## config.mk

```make
export PLATFORM = sky130hd
export DESIGN_NAME = fetch_unit
export DESIGN_NICKNAME = d
export VERILOG_FILES = /design/src/rtl/fetch_unit.sv
export SDC_FILE = /design/constraint.sdc
export NUM_CORES = 1
export LEC_CHECK = 0
export BUFFER_PORTS_ARGS = -buffer_cell sky130_fd_sc_hd__buf_2
export CORE_AREA = 4 4 175 177
export DETAILED_ROUTE_END_ITERATION = 12
export DIE_AREA = 0 0 179 181
export PLACE_DENSITY = 0.53
export REMOVE_ABC_BUFFERS = 1
export SYNTH_ARGS = -nofsm -noshare
export SYNTH_HDL_FRONTEND = slang
export SYNTH_SLANG_ARGS = --single-unit
```

## constraint.sdc

```tcl
create_clock -name clk -period 2.7 [get_ports clk]
set_input_delay 0.405 -clock clk [delete_from_list [all_inputs] [get_ports clk]]
set_output_delay 0.405 -clock clk [all_outputs]
set_load 0.02 [all_outputs]
```

## src/rtl/fetch_unit.sv

```systemverilog
`default_nettype none
// ============================================================================
//  Module      : fetch_unit
//  Description : Instruction fetch stage. Holds the PC, serves words straight
//                from the I-side line buffer on a hit, otherwise issues a
//                single-word imem read, and hands {pc, inst} to the
//                instruction queue over valid/ready. Redirects are accepted
//                in any state; responses belonging to a squashed request
//                are dropped.
//  Revision    : 1.0 - initial release
// ============================================================================
module fetch_unit #(
  parameter logic [31:0] RESET_PC = 32'h1eceb000
) (
  input  logic         clk,
  input  logic         rst,
  input  logic [255:0] linebuffer_line,
  input  logic [31:0]  linebuffer_addr,
  input  logic         linebuffer_valid,
  output logic [31:0]  imem_addr,
  output logic [3:0]   imem_rmask,
  input  logic [31:0]  imem_rdata,
  input  logic         imem_resp,
  output logic         iq_valid,
  input  logic         iq_ready,
  output logic [31:0]  iq_inst,
  output logic [31:0]  iq_pc,
  input  logic         redirect_valid,
  input  logic [31:0]  redirect_pc
);

  typedef enum logic [1:0] {
    S_FETCH   = 2'd0,
    S_WAIT    = 2'd1,
    S_DELIVER = 2'd2,
    S_DROP    = 2'd3
  } state_t;

  state_t      state_q, state_d;
  logic [31:0] pc_q, pc_d;
  logic [31:0] inst_q, inst_d;
  logic [31:0] req_addr_q, req_addr_d;

  logic        w_hit;
  logic [31:0] w_word;
  logic [31:0] w_redirect_pc;
  logic        unused_ok;

  // Low address bits are don't-care: lines are 32-byte aligned, PCs word aligned.
  assign unused_ok     = ^{linebuffer_addr[4:0], redirect_pc[1:0]};
  assign w_redirect_pc = {redirect_pc[31:2], 2'b00};
  assign w_hit         = linebuffer_valid && (linebuffer_addr[31:5] == pc_q[31:5]);
  assign w_word        = linebuffer_line[{pc_q[4:2], 5'b00000} +: 32];

  // Next-state logic: redirect wins over everything, then hit/miss/response handling.
  always_comb begin
    state_d    = state_q;
    pc_d       = pc_q;
    inst_d     = inst_q;
    req_addr_d = req_addr_q;
    case (state_q)
      S_FETCH: begin
        if (redirect_valid) begin
          pc_d = w_redirect_pc;
        end else if (w_hit) begin
          if (iq_ready) pc_d = pc_q + 32'd4;
        end else begin
          req_addr_d = pc_q;
          state_d    = S_WAIT;
        end
      end
      S_WAIT: begin
        if (redirect_valid) begin
          pc_d = w_redirect_pc;
          // The outstanding read cannot be aborted; drain it unless it completes now.
          state_d = imem_resp ? S_FETCH : S_DROP;
        end else if (imem_resp) begin
          inst_d  = imem_rdata;
          state_d = S_DELIVER;
        end
      end
      S_DELIVER: begin
        if (redirect_valid) begin
          pc_d    = w_redirect_pc;
          state_d = S_FETCH;
        end else if (iq_ready) begin
          pc_d    = pc_q + 32'd4;
          state_d = S_FETCH;
        end
      end
      S_DROP: begin
        if (redirect_valid) pc_d = w_redirect_pc;
        if (imem_resp) state_d = S_FETCH;
      end
      default: state_d = S_FETCH;
    endcase
  end

  // Output decode; reset forces a quiet, well-defined interface.
  always_comb begin
    iq_valid   = 1'b0;
    iq_inst    = 32'd0;
    iq_pc      = pc_q;
    imem_rmask = 4'h0;
    imem_addr  = pc_q;
    if (!rst) begin
      iq_pc     = RESET_PC;
      imem_addr = RESET_PC;
    end else begin
      case (state_q)
        S_FETCH: begin
          if (w_hit) begin
            iq_valid = !redirect_valid;
            iq_inst  = w_word;
          end else if (!redirect_valid) begin
            // A redirect this cycle would make a fresh request stale at birth.
            imem_rmask = 4'hF;
          end
        end
        S_WAIT: begin
          imem_rmask = 4'hF;
          imem_addr  = req_addr_q;
        end
        S_DELIVER: begin
          iq_valid = !redirect_valid;
          iq_inst  = inst_q;
        end
        S_DROP: begin
          imem_rmask = 4'hF;
          imem_addr  = req_addr_q;
        end
        default: ;
      endcase
    end
  end

  // State and datapath registers with synchronous active-low reset.
  always_ff @(posedge clk) begin
    if (!rst) begin
      state_q    <= S_FETCH;
      pc_q       <= RESET_PC;
      inst_q     <= 32'd0;
      req_addr_q <= RESET_PC;
    end else begin
      state_q    <= state_d;
      pc_q       <= pc_d;
      inst_q     <= inst_d;
      req_addr_q <= req_addr_d;
    end
  end

endmodule
`default_nettype wire
```

; Yosys cells after proc, flatten, opt, wreduce, memory -nomap -nowiden
; Index checks and enable logic that the tools add are counted.
[word_totals]
reg_bits = 98
inputBits = 358
output_inout_bits = 101
word_cells = 55
[classes]
add_sub_neg = 1
n_eq_ne = 11
shifts = 1
n_mux = 28
bitwise_logic = 2
n_reduce_logical = 8
[ops]
columns = operator, count
row1 = $mux 32, 10
row2 = $shiftx 256x9->32, 1
row3 = $pmux 32 s3, 1
row4 = $pmux 32 s2, 1
row5 = $add 32x3->32 const B, 1
row6 = $eq 27x27->1, 1
row7 = $mux 2, 8
row8 = $mux 4, 3
row9 = $ne 3x3->1 const B, 3
row10 = $pmux 2 s4, 1
row11 = $pmux 4 s2, 1
row12 = $ne 2x2->1 const B, 3
row13 = $reduce_and 3->1, 2
row14 = $reduce_and 5->1, 1
row15 = $eq 2x2->1 const B, 2
row16 = $eq 2x1->1 const B, 1
row17 = $logic_not 2->1, 1
row18 = $mux 1, 2
row19 = $ne 2x1->1 const B, 1
row20 = $not 1->1, 2
row21 = $pmux 1 s2, 1
row22 = $reduce_and 2->1, 1
row23 = $reduce_or 2->1, 1
row24 = $logic_and 1x1->1, 1
row25 = $logic_not 1->1, 1

; Logic depth before layout (Yosys ltp)
; Gate-level depths: netlist of run 1.
[depth]
word_depth = 5
mapped_depth = 9
ltp_nobuf = 7

; Least setup slack after synthesis of run 1
; Ideal clock, no wire load.
[synth_timing]
kind = reg-to-output
startpoint = register pc_q[2]
endpoint = output port iq_inst[24]
arrival_time_ns = 2.184
path_slack_ns = 0.111
path_stages_with_launch = 8
n_path_buf = 3
cell_sequence = dfxtp_1 clkbuf_1 buf_2 buf_2 mux4_2 mux2_2 a22oi_1 nor2_1
[synth_via]
elab_chain_cells = 4
[synth_rtl]
columns = item, line
row1 = start: declaration, 40  ; logic [31:0] pc_q, pc_d;
row2 = start signal: assignment, 146  ; pc_q <= pc_d;
row3 = $shiftx 256x9->32, 53  ; assign w_word = linebuffer_line[{pc_q[4:2], 5'b00000} +: 32];
row4 = $mux 32, 112  ; if (w_hit) begin
row5 = $pmux 32 s2, 110  ; case (state_q)
row6 = $mux 32, 106  ; if (!rst) begin
row7 = end: declaration, 26  ; output logic [31:0] iq_inst,
; Every way passes these cells.

; Final worst setup path of run 1
[layout_timing]
startpoint = register pc_q[8]
endpoint = output port iq_valid
[layout_via]
elab_chain_cells = 5
[layout_rtl]
columns = item, line
row1 = $eq 27x27->1, 52  ; assign w_hit = linebuffer_valid && (linebuffer_addr[31:5] == pc_q[31:5]);
row2 = $logic_and 1x1->1, 52
row3 = $mux 1, 112
row4 = $pmux 1 s2, 110
row5 = $mux 1, 106
row6 = end: declaration, 24  ; output logic iq_valid,
; Every way passes these cells.

==> flow_summary.ini, run 1 <==
[detailed_routing]
via_per_inst = 5.14
wl_um = 38500
drtPass1Iterations = 5
ant_nets = 0
vias = 8899
drt-initial-drc-count = 572
wl_per_cell_um = 22.3
drc_errors = 0

[yosys]
async_flop_share_pct = 0
synth_cell_type_count = 59
postSynthAreaPerCell_um2 = 8.49
syn_inst = 898
yosysTopAreaCell = dfxtp_1
yosysWarnings = 0
syn_area_um2 = 7630
synth_top_area_share_pct = 24.7
ys_seq_elements = 94
yosys_most_used_dff = dfxtp_1
synth_edf_count = 0
ys_top_cells_by_area = dfxtp_1, mux4_2, nand2_1, mux2i_1, mux2_2
ys_seq_area_share_pct = 24.7

[timing]
max_freq_mhz = 358
maxSlewViolCount = 0
whs_ns = 0.288
worst_slack_ns = -0.0952
finalCritPeriodShare_pct = 104
setup_viol = 33
relSlewSlack_pct = 58.2
rsz0062_at_grt = true
finalHoldViolations = 0
worstMarginPinSlew_ns = 0.623
layout_min_cycle_time_ns = 2.80
fin_skew_ns = 0.0135

[layout]
layout-drive-gt1-share_pct = 51.8
final_area_um2 = 11200
final_nets = 1685
syn2layout_area_growth_pct = 47.3
mostFrequentLayoutCell = buf_2
instances_no_fill = 1730
layout_common_cells = buf_2, nand2_1, buf_4
post-route-util_pct = 38.4

[status]
status = complete, but fails checks
violations = setup timing

[pwr]
ir_drop_mv = 0.302
powerDensity_nw_per_um2 = 370
leakage_uw = 0.00480

[global_route]
gr-total-overflow = 0
grt_pass1_wl_um = 55100
grt_pass1_vias = 9025
grtUsageTotal_pct = 22.6
grt_max_degree = 45
antenna_found_initial = 20

[die]
core_area_um2 = 29200
num_io_pins = 459
die_h_um = 181
fp.dieArea_um2 = 32400
fp.dieW_um = 179
initial_core_util_pct = 26.1
num_rows = 63

[critical_path]
critPathRequiredTime_ns = 2.30
end_kind = output pin
worst-path-max-fanout = 7
critPathArrivalTime_ns = 2.39
critPathKind = reg -> out
critPathLaunchType = register

[place]
post-place-ws_ns = 0.0184
place_area_um2 = 10600
dp_hpwl_um = 29900
placed_cells = 1702
port_buffers = 447
gp_congestion = 0.869

[cts]
cts_sinks = 94
cts_inserted_buffers = 9
path_clk_slew_ns = 0.07
cts_hold_buf = 0
clkLatencyLatePin_ns = 0.36
h-tree-depth = 3
cts_tree = done
cts-root-buf = clkbuf_16
clock_path_buffers = 2

[run]
maxCapViolations = 0

[min_path]
hold_path.class = in -> reg
## path summary, 6_finish.rpt
kind | start | end | slack (ns) | cells past startpoint
setup / recovery | pc_q[8]$_SDFFE_PN0P_ | iq_valid | -0.1 | 9
hold / removal | imem_rdata[31] | inst_q[31]$_SDFFE_PN0P_ | 0.29 | 3
setup reg to reg | pc_q[2]$_SDFFE_PN0P_ | pc_q[20]$_SDFFE_PN0P_ | 0.22 | 8
hold reg to reg | inst_q[27]$_SDFFE_PN0P_ | inst_q[27]$_SDFFE_PN0P_ | 0.46 | 2
## routing by layer
metal / part of all wire, % / global-route usage [%] / up-vias
li1: - / - / 4150
met1: 39 / 27.6 / 4251
met2: 49 / 38.8 / 422
met3: 9.2 / 6.72 / 60
met4: 2.0 / 5.68 / 16
met5: 0.28 / 0 / -
## synthesized netlist by cell type (8+ instances only)
| library cell | number |
|---|---|
| o211ai_1 | 12 |
| mux2i_1 | 40 |
| buf_2 | 23 |
| nor2_1 | 87 |
| inv_1 | 26 |
| mux4_2 | 64 |
| buf_4 | 8 |
| nand4_1 | 12 |
| o21ai_0 | 34 |
| nand2_1 | 136 |
| mux2_2 | 32 |
| a21oi_1 | 52 |
| xor2_1 | 10 |
| nand3_1 | 29 |
| xnor2_1 | 16 |
| dfxtp_1 | 94 |
| a22oi_1 | 34 |
| clkbuf_1 | 57 |
| nor3_1 | 8 |
| buf_1 | 8 |
| nand2b_1 | 12 |
## layout make-up
type / instances / area, µm²
diodes: 9 / 22.5
multi-input cells: 680 / 5380
fillers: 3082 / 18000
flip-flops and latches: 94 / 1910
repair buffers: 514 / 3040
clock buffers: 10 / 239
inverters: 27 / 101
clock inverters: 6 / 52.6
well taps: 390 / 488
## state kept, by name, indices dropped and copies added (netlist names)
signal,cells
pc_q,30
inst_q,32
state_q,2
req_addr_q,30
## metrics by stage
stage          total power [µW]  setup TNS [ns]
2_1_floorplan              2200         -114.29
3_5_place_dp               2820               0
5_1_grt                    4380           -4.64
6_report                   4160           -1.34
4_1_cts                    4210           -1.44
3_3_place_gp               2810               0
## logic make-up after synthesis
group,Yosys count,synth area share [%]
AOI/OAI and AO/OA,191,16.7
xor gates and xnor gates,26,2.99
adders and majority gates,1,0.164
buffers and inverters,127,7.38
DFF,94,24.7
muxes,136,28.9
other,1,0.0492
and+or+nand+nor,322,19.2
## power by group
part           leakage (µW)  switching (µW)  internal, µW
sequential         0.000767            54.2          1440
clock              0.000143             659           671
combinational       0.00389             662           673
## repair_timing
item	CTS	global route
buffers inserted	2	0
gates resized for setup	55	28
cloned	3	0
pin swaps	10	11
setup endpoints to repair	33	39
## critical path, cell delays in order (launching register included)
cell and delay [ns]:
dfxtp_2 0.34, xnor2_2 0.16, nand4_1 0.21, nor4_2 0.32
buf_4 0.16, and4_4 0.30, buf_12 0.15, nor2_2 0.03
nor3_1 0.18, buf_4 0.18
Power figures use the tool's default switching activity.
==> run 2, diff against run 1 <==
--- a/config.mk
+++ b/config.mk
@@ -9,8 +9,8 @@
 export CORE_AREA = 4 4 175 177
 export DETAILED_ROUTE_END_ITERATION = 12
 export DIE_AREA = 0 0 179 181
-export PLACE_DENSITY = 0.53
 export REMOVE_ABC_BUFFERS = 1
+export SKIP_CTS_REPAIR_TIMING = 1
 export SYNTH_ARGS = -nofsm -noshare
 export SYNTH_HDL_FRONTEND = slang
 export SYNTH_SLANG_ARGS = --single-unit
==> run 2 against run 1 <==
Net effect: the run still ends with setup timing left; cell area shrank 1.4%; wire length is 5.1% lower; register-to-register slack is essentially flat; first-iteration DRC count grew 2.3%; clock power about the same; maximum frequency decreased by 4.5%; worst setup slack got worse by 0.13 ns; critical endpoint is now iq_inst[14].
==> flow_summary.ini, run 2 (synthesized netlist as in run 1, its figures left out) <==
[critical_path]
critPathRequiredTime_ns = 2.30
cp.depth = 10
cp_cell_sequence = xnor2_2 > nand4_1 > nor4_1 > buf_4 > and4_4 > buf_12 > buf_6 > a22oi_1 > nor2_1 > buf_4
critPathMaxStageDelay_ns = 0.35
r2r-end = pc_q[6]$_SDFFE_PN0P_
worst-path-max-fanout = 8
path_common_cell = buf_4
cp_top_family = simple AND/OR/NAND/NOR gates
slowest_stage = dfxtp_1
r2r_cells = 9
critPathKind = reg -> out
r2r_start = pc_q[13]$_SDFFE_PN1P_
end_kind = output pin
path_buf_inv = 4
worstSetupStartpoint = pc_q[13]$_SDFFE_PN1P_
critPathArrivalTime_ns = 2.52
rrSetupSlack_ns = 0.23
critPathLaunchType = register

[detailed_routing]
wl_per_cell_um = 21.1
via_per_inst = 5.12
drc_errors = 0
wl_um = 36600
drt-initial-drc-count = 585
ant_nets = 0
drtPass1Iterations = 5
vias = 8863

[layout]
regMostFlops = inst_q
layout_common_cells = buf_2, nand2_1, buf_4
seqCellArea_um2 = 1900
largest_reg_flops = 32
instances_no_fill = 1732
final_area_um2 = 11100
reg_top3 = inst_q (32), pc_q (30), req_addr_q (30)
syn2layout_area_growth_pct = 45.2
layout-drive-gt1-share_pct = 50.0
nFillCells = 3041
mostFrequentLayoutCell = buf_2
final_nets = 1687
post-route-util_pct = 37.9
multi_input_comb_area_um2 = 5300

[pwr]
powerDensity_nw_per_um2 = 375
leakage_uw = 0.00476
ir_drop_mv = 0.198

[die]
initial_core_util_pct = 26.1
fp.dieW_um = 179
die_h_um = 181
num_io_pins = 459
core_area_um2 = 29200
num_rows = 63
fp.dieArea_um2 = 32400

[timing]
finalHoldViolations = 0
finalCritPeriodShare_pct = 108
worst_slack_ns = -0.226
layout_min_cycle_time_ns = 2.93
worstMarginPinSlew_ns = 0.800
setup_viol = 37
max_freq_mhz = 342
relSlewSlack_pct = 46.5
maxSlewViolCount = 0
fin_skew_ns = 0.0151
setup_tns_ns = -5.71
rsz0062_at_grt = true
whs_ns = 0.280

[global_route]
grt_pass1_wl_um = 52200
grt_pass1_vias = 8855
grtUsageTotal_pct = 20.9
gr-total-overflow = 0
antenna_found_initial = 10
grt_max_degree = 94

[cts]
h-tree-depth = 3
cts_inserted_buffers = 9
clock_path_buffers = 2
clkLatencyLatePin_ns = 0.36
cts_sinks = 94
cts_tree = done
path_clk_slew_ns = 0.09
cts-root-buf = clkbuf_16

[place]
placed_cells = 1704
dp_hpwl_um = 28300
place_area_um2 = 10500
gp_congestion = 0.900
port_buffers = 447

[min_path]
worstHoldPathCells = 3
hold_path.class = in -> reg
min_from = imem_rdata[22]
hold-path-endpoint = inst_q[22]$_SDFFE_PN0P_

[run]
maxCapViolations = 0

[status]
violations = setup timing
status = complete, but fails checks
run 2: cell count changes in the layout (fill, tap and decap cells not counted), sizes merged:
cell and delta:
clkinv +2, buf +1, bufbuf -1, clkbuf +1
clkinvlp -1
run 2: worst max path at each step:
stage	to	slack, ns
after global placement	iq_inst[14]	-0.14
after global routing	iq_inst[9]	-0.31
final	iq_inst[14]	-0.23
after CTS	iq_inst[9]	-0.36
after detailed placement	iq_inst[9]	-0.14
after floorplan	pc_q[18]$_SDFFE_PN1P_	-2.15
run 2: power by group:
| group | switching [µW] | total, µW | internal, µW | leakage [µW] |
|---|---|---|---|---|
| Sequential | 57.3 | 1500 | 1440 | 0.000768 |
| Clock | 694 | 1350 | 659 | 0.000147 |
| Combinational | 651 | 1310 | 655 | 0.00384 |
run 2: worst reg2reg max path, stage by stage (launching register included):
cell,delay [ns]
dfxtp_1,0.35
xnor2_2,0.20
nand4_1,0.20
nor4_1,0.32
buf_4,0.17
buf_4,0.10
nand4_1,0.33
buf_4,0.32
a21o_1,0.18
a32o_1,0.19
run 2: stage by stage:
step	total power, µW	setup WS (ns)
after floorplan	2200	-2.15
after global placement	2810	-0.138
after detailed placement	2820	-0.138
after CTS	4190	-0.356
after global routing	4370	-0.305
final	4160	-0.226
run 2: final cells by class:
class                           instances  area share [%]
Timing Repair Buffer                  516            26.8
Clock buffer                            9            2.03
Multi-Input combinational cell        680            47.9
Clock inverter                          7           0.667
Tap cell                              390            4.41
Sequential cell                        94            17.1
Antenna cell                            9           0.203
Inverter                               27           0.915
run 2: routing by layer:
metal | GRT usage [%] | up-vias | wire [µm]
met3 | 4.21 | 45 | 3150
met4 | 6.23 | 0 | 876
met1 | 26.8 | 4197 | 14700
met5 | 0 | - | 0
li1 | - | 4149 | -
met2 | 35.4 | 472 | 17900
